[src/rtl/pc_next_gen.sv]
// Fetch-PC generator: owns the architectural fetch PC and arbitrates
// exception, ERET, branch/JR and jump redirects, deferring delay-slot branches.
module pc_next_gen #(
  parameter int              PC_W       = 32,
  parameter int              FETCH_W    = 1,
  parameter logic [PC_W-1:0] RESET_PC   = PC_W'(32'hBFC0_0000),
  parameter bit              DELAY_SLOT = 1'b1
) (
  input  logic            clk,
  input  logic            rst,
  input  logic            fetch_ready,
  input  logic            exc_valid,
  input  logic [PC_W-1:0] exc_target,
  input  logic            eret_valid,
  input  logic [PC_W-1:0] epc,
  input  logic            br_valid,
  input  logic [PC_W-1:0] br_target,
  input  logic            br_ds_pending,
  input  logic            jmp_valid,
  input  logic [PC_W-1:0] jmp_target,
  output logic [PC_W-1:0] pc,
  output logic            pc_valid,
  output logic [2:0]      pc_sel,
  output logic            redirect
);

  localparam int              G          = 2 + $clog2(FETCH_W);
  localparam logic [PC_W-1:0] STEP       = PC_W'(4 * FETCH_W);
  localparam logic [PC_W-1:0] ALIGN_MASK = ~(PC_W'((64'd1 << G) - 64'd1));

  localparam logic [2:0] SEL_SEQ  = 3'b000;
  localparam logic [2:0] SEL_JMP  = 3'b001;
  localparam logic [2:0] SEL_ERET = 3'b010;
  localparam logic [2:0] SEL_EXC  = 3'b011;
  localparam logic [2:0] SEL_BR   = 3'b100;

  typedef enum logic [0:0] {
    ST_SEQ     = 1'b0,
    ST_PEND_DS = 1'b1
  } state_t;

  state_t          state_r;
  logic [PC_W-1:0] pend_target_r;

  logic            accept_s;
  logic            br_defer_s;
  logic [PC_W-1:0] seq_pc_s;
  logic [PC_W-1:0] next_pc_s;
  logic [2:0]      next_sel_s;
  logic            next_redirect_s;
  state_t          next_state_s;
  logic [PC_W-1:0] next_pend_s;

  assign accept_s   = pc_valid & fetch_ready;
  assign br_defer_s = br_valid & br_ds_pending & DELAY_SLOT;
  assign seq_pc_s   = (pc & ALIGN_MASK) + STEP;

  // Redirect arbitration and delay-slot state machine: next-cycle values.
  always_comb begin
    next_pc_s       = pc;
    next_sel_s      = pc_sel;
    next_redirect_s = 1'b0;
    next_state_s    = state_r;
    next_pend_s     = pend_target_r;
    case (state_r)
      ST_SEQ: begin
        if (exc_valid) begin
          next_pc_s       = exc_target;
          next_sel_s      = SEL_EXC;
          next_redirect_s = 1'b1;
        end else if (eret_valid) begin
          next_pc_s       = epc;
          next_sel_s      = SEL_ERET;
          next_redirect_s = 1'b1;
        end else if (br_valid) begin
          if (br_defer_s && !accept_s) begin
            // The held pc is the delay slot; remember the target until it issues.
            next_pend_s  = br_target;
            next_state_s = ST_PEND_DS;
          end else begin
            next_pc_s       = br_target;
            next_sel_s      = SEL_BR;
            next_redirect_s = 1'b1;
          end
        end else if (jmp_valid) begin
          next_pc_s       = jmp_target;
          next_sel_s      = SEL_JMP;
          next_redirect_s = 1'b1;
        end else if (accept_s) begin
          next_pc_s  = seq_pc_s;
          next_sel_s = SEL_SEQ;
        end else begin
          next_pc_s = pc;
        end
      end
      ST_PEND_DS: begin
        if (exc_valid) begin
          next_pc_s       = exc_target;
          next_sel_s      = SEL_EXC;
          next_redirect_s = 1'b1;
          next_state_s    = ST_SEQ;
        end else if (eret_valid) begin
          next_pc_s       = epc;
          next_sel_s      = SEL_ERET;
          next_redirect_s = 1'b1;
          next_state_s    = ST_SEQ;
        end else if (accept_s) begin
          next_pc_s       = pend_target_r;
          next_sel_s      = SEL_BR;
          next_redirect_s = 1'b1;
          next_state_s    = ST_SEQ;
        end else begin
          next_state_s = ST_PEND_DS;
        end
      end
      default: begin
        next_state_s = ST_SEQ;
      end
    endcase
  end

  // Architectural PC, handshake and status registers.
  always_ff @(posedge clk) begin
    if (rst) begin
      pc            <= RESET_PC;
      pc_valid      <= 1'b0;
      pc_sel        <= SEL_SEQ;
      redirect      <= 1'b0;
      state_r       <= ST_SEQ;
      pend_target_r <= '0;
    end else begin
      pc            <= next_pc_s;
      pc_valid      <= 1'b1;
      pc_sel        <= next_sel_s;
      redirect      <= next_redirect_s;
      state_r       <= next_state_s;
      pend_target_r <= next_pend_s;
    end
  end

endmodule

[config.mk]
export PLATFORM = sky130hd
export DESIGN_NAME = pc_next_gen
export DESIGN_NICKNAME = d
export VERILOG_FILES = /design/src/rtl/pc_next_gen.sv
export SDC_FILE = /design/constraint.sdc
export NUM_CORES = 1
export LEC_CHECK = 0
export BUFFER_PORTS_ARGS = -buffer_cell sky130_fd_sc_hd__buf_2
export CAP_MARGIN = 0
export CORE_MARGIN = 3
export CORE_UTILIZATION = 46
export DETAILED_ROUTE_END_ITERATION = 10
export PLACE_DENSITY = 0.78
export REMOVE_ABC_BUFFERS = 1
export SYNTH_ARGS = -nofsm -noshare
export SYNTH_HDL_FRONTEND = slang
export SYNTH_SLANG_ARGS = --single-unit
[constraint.sdc]
create_clock -name clk -period 2 [get_ports clk]
set_input_delay 0.3 -clock clk [delete_from_list [all_inputs] [get_ports clk]]
set_output_delay 0.3 -clock clk [all_outputs]
set_load 0.05 [all_outputs]
# == After elaboration in Yosys (flattened, before gate mapping) ==
# Cells that the tools add are included.
# word_totals
ff_bits,70
latch_bits,0
mem_bits_rw,0
rom_bits,0
out_inout_bits,37
n_memories,0
# op_classes
addsub,1
multipliers,0
div_mod_pow,0
order_cmp,0
n_eq_ne,3
shifts,0
n_mux,38
bitwise,5
n_reduce_logical,4
# op_table
operator,count
$mux W32,9
$pmux W32 S2,1
$add A32 B3 Y32 const B,1
$mux W3,9
$mux W1,16
$ne A6 B6 Y1 const B,1
$pmux W3 S2,1
$ne A5 B5 Y1 const B,1
$reduce_and A5 Y1,1
$ne A4 B3 Y1 const B,1
$pmux W1 S2,2
$not A1 Y1,3
$reduce_and A3 Y1,1
$and A1 B1 Y1,2
$logic_and A1 B1 Y1,1
$logic_not A1 Y1,1

# == Longest topological paths before layout ==
# Gate-level depths: netlist of run 1.
# logic_depth
ltp_word,8
ltp_mapped,9

# == Worst setup path after synthesis of run 1 ==
# No wires, ideal clock.
# synth_timing
path_type,reg-to-reg
start,register pc[11]
end,register pc[31]
setup_time_ns,0.079
arrival_ns,2.514
t_required_ns,1.921
setup_slack_ns,-0.593
stages_incl_launch_ff,6
n_path_buf,0
synth_period_minus_slack_ns,2.593
path_cell_list,dfxtp_1 > nand4_2 > or4_1 > or4_1 > mux2_4 > o221ai_2
# synth_via
elab_chain_len,7
# synth_lines
element,line,source
start: declaration,21,"output logic [PC_W-1:0] pc,"
start signal: assignment,132,pc <= next_pc_s;
$add A32 B3 Y32,56,assign seq_pc_s = (pc & ALIGN_MASK) + STEP;
$mux W32,89,end else if (accept_s) begin
$mux W32,85,end else if (jmp_valid) begin
$mux W32,75,end else if (br_valid) begin
$mux W32,71,end else if (eret_valid) begin
$mux W32,67,if (exc_valid) begin
$pmux W32 S2,65,case (state_r)
# No other way between the ends. The select of a mux whose other input is x is not followed.
# A chain may end at the register's enable or synchronous reset.

# == Worst setup path after layout of run 1 ==
# layout_timing
start,register pc[13]
end,register pc[31]
# The elaborated chain is that of the path after synthesis.

==> results of run 1 <==
[flip-flops by register name (all words and copies together) (netlist names)]
register       flops
pc_sel             3
pc                32
state_r            1
pc_valid           1
pend_target_r     32
redirect           1
[metrics by stage]
step	total power [mW]	instance area, um^2	hold WS, ns	TNS (ns)
final	3.811	6460	0.1902	-0.02678
after global routing	3.981	6460	0.1993	-0.1255
after CTS	3.798	6406	0.1765	-0.02838
after detailed placement	2.744	6172	0.4462	-0.6677
after global placement	2.720	6172	0.4380	-0.2628
after floorplan	2.182	4506	0.3691	-40.61
[path summary, 6_finish.rpt]
| kind | start | end | cells after the start |
|---|---|---|---|
| setup / recovery | pc[13] | pc[31] | 5 |
| setup reg to reg | pc[13] | pc[31] | 5 |
| hold reg to reg | pend_target_r[26] | pend_target_r[26] | 2 |
| hold / removal | br_target[30] | pend_target_r[30] | 3 |
[power by group]
| group | total (mW) | switching, mW | internal [mW] |
|---|---|---|---|
| clock network | 1.06 | 0.545 | 0.512 |
| logic | 1.22 | 0.755 | 0.462 |
| registers | 1.54 | 0.0618 | 1.47 |
| total | 3.81 | 1.36 | 2.45 |
[metal layers]
metal / track usage, % / up-vias / routed length [um]
li1: - / 2848 / -
met1: 44.18 / 2868 / 7859
met2: 51.52 / 378 / 8642
met3: 5.759 / 29 / 2025
met4: 11.87 / 0 / 372
met5: 0 / - / 0
[critical path, delay by kind of cell (launching register included)]
family	cells	cell delay, ns
DFF	1	0.36
AOI/OAI and AO/OA	1	0.16
and+or+nand+nor	3	1.12
muxes	1	0.31
[timing repair]
item | in CTS | in global routing
pin swaps | 5 | 3
setup endpoints to repair | 7 | 14
buffers inserted | 1 | 0
resized for setup | 18 | 13
[synth_stat cells (all sizes together), types with 2 or more instances]
master	instances	area, um^2
nor2b	7	43.79
a221o	10	100.1
o31a	2	17.52
o211ai	7	52.55
xnor2	7	61.31
a21oi	78	390.4
xor2	6	52.55
nor3b	6	45.04
a21o	4	30.03
a31oi	3	18.77
or4	4	30.03
nor3	19	95.09
o31ai	9	67.56
a2bb2oi	2	17.52
a2111oi	5	43.79
a211oi	3	22.52
nand4	8	56.30
o311a	3	30.03
or3	3	18.77
o311ai	3	26.28
nor2	47	176.4
buf	6	25.02
dfxtp	70	1401
nand3	17	85.08
mux2i	20	200.2
and3	3	18.77
clkbuf	49	185.2
clkinv	2	7.510
nand2b	6	37.54
o221ai	4	41.29
o2111ai	3	26.28
nor4	12	75.07
mux2	7	82.57
or2	4	25.02
a221oi	21	183.9
and2	2	12.51
inv	16	60.06
o22ai	4	25.02
o32ai	7	61.31
nand3b	2	15.01
o21ai	49	245.2
nand2	103	386.6
a22oi	4	30.03
[cells by family after synthesis]
logic type	after synthesis	synth area share [%]
compound gates	229	31.95
fa+ha+maj	1	0.2653
flops	70	29.72
buf+inv	73	5.890
mux	27	5.996
simple gates	243	23.77
xor+xnor	13	2.414
[layout make-up]
class	count	area share [%]
multi-input combinational	513	48.65
timing repair buffer	247	23.26
sequential	70	21.87
tap	133	2.576
clock buffer	14	2.518
inverter	18	1.046
clock inverter	1	0.07747
==> results.json, run 1 <==
{
  "max_freq_ghz": 0.4934,
  "worstMarginPinSlew_ns": 0.5111,
  "fill_cells": 873,
  "r2r_slack_ns": -0.03,
  "grt_pass1_wl_um": 29630,
  "grt_use_total_pct": 32.49,
  "cts_made_buffers": 9,
  "htree_levels": 3,
  "clk_pin_slew_ns": 0.08,
  "ant_nets": 0,
  "clk_latency_ns": 0.36,
  "drive_above_1_share_pct": 34.53,
  "drtPass1Iterations": 5,
  "dp_cells": 980,
  "relSlewSlack_pct": 65.04,
  "overflow": 0,
  "stdcell_count": 996,
  "violations": "setup timing",
  "n_antenna_cell": 0,
  "grt_start_max_net_pins": 40,
  "final_common_cell": "buf_2",
  "regArea_um2": 1413,
  "fp.coreArea_um2": 9864,
  "setup.worst_path.end_class": "register",
  "utilization_pct": 65.49,
  "synth-main-ff-cell": "dfxtp_1",
  "via_per_inst": 6.148,
  "nets": 996,
  "ys_ff_latch": 70,
  "start_kind": "register",
  "critPathRequiredTime_ns": 2.28,
  "synth_edf_count": 0,
  "yosys_warnings": 0,
  "die_w_um": 107.3,
  "syn_area_um2": 4716,
  "power.leakage_nw": 2.748,
  "outcome": "finished with violations",
  "syn_to_final_growth_pct": 36.99,
  "finClkSkew_ns": 0.007763,
  "antenna_found_initial": 0,
  "dp_slack_ns": -0.1992,
  "rsz0062_at_grt": "true",
  "synthArstFlopShare_pct": 0,
  "finalCritPeriodShare_pct": 101.3,
  "worstPathMaxFanout": 2,
  "root_buffer": "clkbuf_8",
  "cts_buffer_depth": 2,
  "hpwl_um": 13830,
  "hold_violations": 0,
  "crit_top_cell": "or4_4",
  "num_rows": 36,
  "vias": 6123,
  "grt_pass1_vias": 5733,
  "setup.worst_path.class": "register to register",
  "drcViolationCount": 0,
  "p_per_area_nw_per_um2": 590.0,
  "cp.arrival_ns": 2.31,
  "drv_cap": 0,
  "synth_cells": 656,
  "crit_slowest_cell": "or4_4",
  "die-area_um2": 11500,
  "path_cells": "nand4_4, or4_4, or4_4, mux2_4, o221ai_2",
  "multi_input_area_um2": 3143,
  "postCtsHoldBufs": 0,
  "final_cell_mix": "buf_2 (172), nand2_1 (103), a21oi_1 (77)",
  "start_util_pct": 47.81,
  "port_buffers": 172,
  "setup_viol": 1,
  "die_height_um": 107.3,
  "hold_path.class": "input pin to register",
  "wl_per_cell_um": 18.98,
  "fin_crit_ns": 2.027,
  "gp_congestion": 0.9342,
  "yosysSeqAreaShare_pct": 29.72,
  "drt-total-wl_um": 18900,
  "boundaryPins": 173,
  "syn_area_per_cell_um2": 7.189,
  "cts_tree": "built",
  "final_max_slew_viol_count": 0,
  "synthDistinctLibCells": 57,
  "initialDrtViolationCount": 702,
  "clock-sinks": 70,
  "max_stage_delay_ns": 0.51,
  "layout_setup_ws_ns": -0.02678,
  "ir_drop_uv": 381.8
}
Note: power is estimated with default switching activity, not from simulation.
==> inputs of run 2 (changes only) <==
- CORE_ASPECT_RATIO: default -> 0.6
==> run 2 against run 1 <==
Compared with the run above: the run still ends with setup timing left; core utilization rose by 4.0 points; clock power rose by 68%; die area increased by 0.35%; power grew 20%; clock skew decreased by 0.0041 ns; worst hold slack gained 0.019 ns; sequential share of layout area decreased by 0.67 points; critical path type unchanged; register-to-register slack got worse by 0.07 ns; via count rose by 1.5%; highest routed layer unchanged; combinational power hardly changed; global-route usage up 1.1 points.
==> results.json, run 2 (synthesized netlist as in run 1, its figures left out) <==
{
  "outcome": "finished with violations",
  "violations": "setup timing",
  "fin_crit_ns": 2.100,
  "overflow": 0,
  "ir_drop_uv": 503.9,
  "die-area_um2": 11540,
  "totalPowerFinal_mw": 4.561,
  "dp_cells": 983,
  "cts_made_buffers": 9,
  "drv_cap": 0,
  "num_rows": 27,
  "stdcell_count": 1002,
  "gp_congestion": 0.9778,
  "final_max_slew_viol_count": 0,
  "clock-sinks": 70,
  "hold_path.class": "input pin to register",
  "relSlewSlack_pct": 61.58,
  "wl_per_cell_um": 20.08,
  "cp.arrival_ns": 2.36,
  "holdWs_ns": 0.2087,
  "initialDrtViolationCount": 767,
  "hpwl_um": 14700,
  "rsz0062_at_grt": "true",
  "start_util_pct": 49.33,
  "finalCritPeriodShare_pct": 105.0,
  "drt-total-wl_um": 20120,
  "antenna_found_initial": 0,
  "grt_use_total_pct": 33.62,
  "finClkSkew_ns": 0.003656,
  "drtPass1Iterations": 5,
  "vias": 6214,
  "power.leakage_nw": 2.856,
  "clk_pin_slew_ns": 0.06,
  "grt_pass1_vias": 5933,
  "setup_viol": 3,
  "grt_start_max_net_pins": 49,
  "drcViolationCount": 0,
  "n_antenna_cell": 0,
  "max_freq_ghz": 0.4762,
  "final_cell_mix": "buf_2 (172), nand2_1 (103), buf_4 (77)",
  "setup.worst_path.class": "register to register",
  "clk_latency_ns": 0.34,
  "die_height_um": 84.43,
  "ant_nets": 0,
  "start_kind": "register",
  "cts_buffer_depth": 2,
  "port_buffers": 172,
  "postCtsHoldBufs": 0,
  "layout_setup_ws_ns": -0.09989,
  "drive_above_1_share_pct": 35.21,
  "hold_violations": 0,
  "worstMarginPinSlew_ns": 0.5711,
  "htree_levels": 3,
  "grt_pass1_wl_um": 30820,
  "setup.worst_path.end_class": "register",
  "via_per_inst": 6.202,
  "nets": 1004,
  "fp.coreArea_um2": 9560,
  "final_common_cell": "buf_2",
  "critPathRequiredTime_ns": 2.26,
  "top_regs": "pc (32), pend_target_r (32), pc_sel (3)",
  "die_w_um": 136.7,
  "p_per_area_nw_per_um2": 686.1,
  "fill_cells": 817,
  "syn_to_final_growth_pct": 40.97,
  "root_buffer": "clkbuf_16",
  "cts_tree": "built",
  "boundaryPins": 173,
  "worstPathMaxFanout": 2
}
## run 2: cell types whose count changed in the layout (fill, tap and decap cells not counted), sizes merged
cell and delta:
buf +8, bufinv +2, clkbuf -4, clkinv +1
clkinvlp +2
## run 2: critical path: stages, from the launching register on
cell      delay (ns)
dfxtp_2         0.36
nand4_4         0.13
or4_4           0.54
or4_4           0.50
mux2_4          0.32
o221ai_2        0.17
## run 2: stage by stage
step | TNS, ns | cell area, um^2 | util (%) | setup slack, ns
final | -0.1616 | 6648 | 69.53 | -0.09989
after global routing | -0.5112 | 6648 | 69.53 | -0.1623
after CTS | -0.05137 | 6581 | 68.84 | -0.04484
after detailed placement | -0.5756 | 6188 | 64.73 | -0.1832
after global placement | -0.3796 | 6188 | 64.73 | -0.1661
after floorplan | -40.61 | 4506 | - | -0.8842
## run 2: layout make-up
class | instances | area [um^2] | area share [%]
repair buffers | 255 | 1541 | 23.19
clock buffers | 10 | 239.0 | 3.595
flip-flops and latches | 70 | 1409 | 21.19
clock inverters | 6 | 85.08 | 1.280
well taps | 130 | 162.7 | 2.447
inverters | 18 | 67.56 | 1.016
multi-input cells | 513 | 3143 | 47.28
## run 2: power breakdown
part / total, mW / internal [mW] / switching (mW) / leakage, nW
clock: 1.78 / 1.12 / 0.657 / 0.154
sequential: 1.54 / 1.48 / 0.0646 / 0.577
combinational: 1.24 / 0.466 / 0.776 / 2.12
total: 4.56 / 3.06 / 1.50 / 2.86
## run 2: final timing paths
path,from,end,slack [ns],cells past startpoint
max,pc[12],pc[31],-0.1,5
min,br_target[6],pend_target_r[6],0.21,3
max reg2reg,pc[12],pc[31],-0.1,5
min reg2reg,pend_target_r[23],pend_target_r[23],0.45,2
## run 2: per-layer routing
| layer | global-route usage, % | routed length [um] |
|---|---|---|
| met5 | 0 | 0 |
| met4 | 10.52 | 334 |
| met1 | 47.26 | 8371 |
| met3 | 8.982 | 2811 |
| met2 | 50.09 | 8598 |
## run 2: repair_timing
| action | in CTS | in global routing |
|---|---|---|
| buffers inserted | 2 | 1 |
| pin swaps | 5 | 6 |
| setup endpoints to repair | 8 | 11 |
| resized for setup | 17 | 13 |
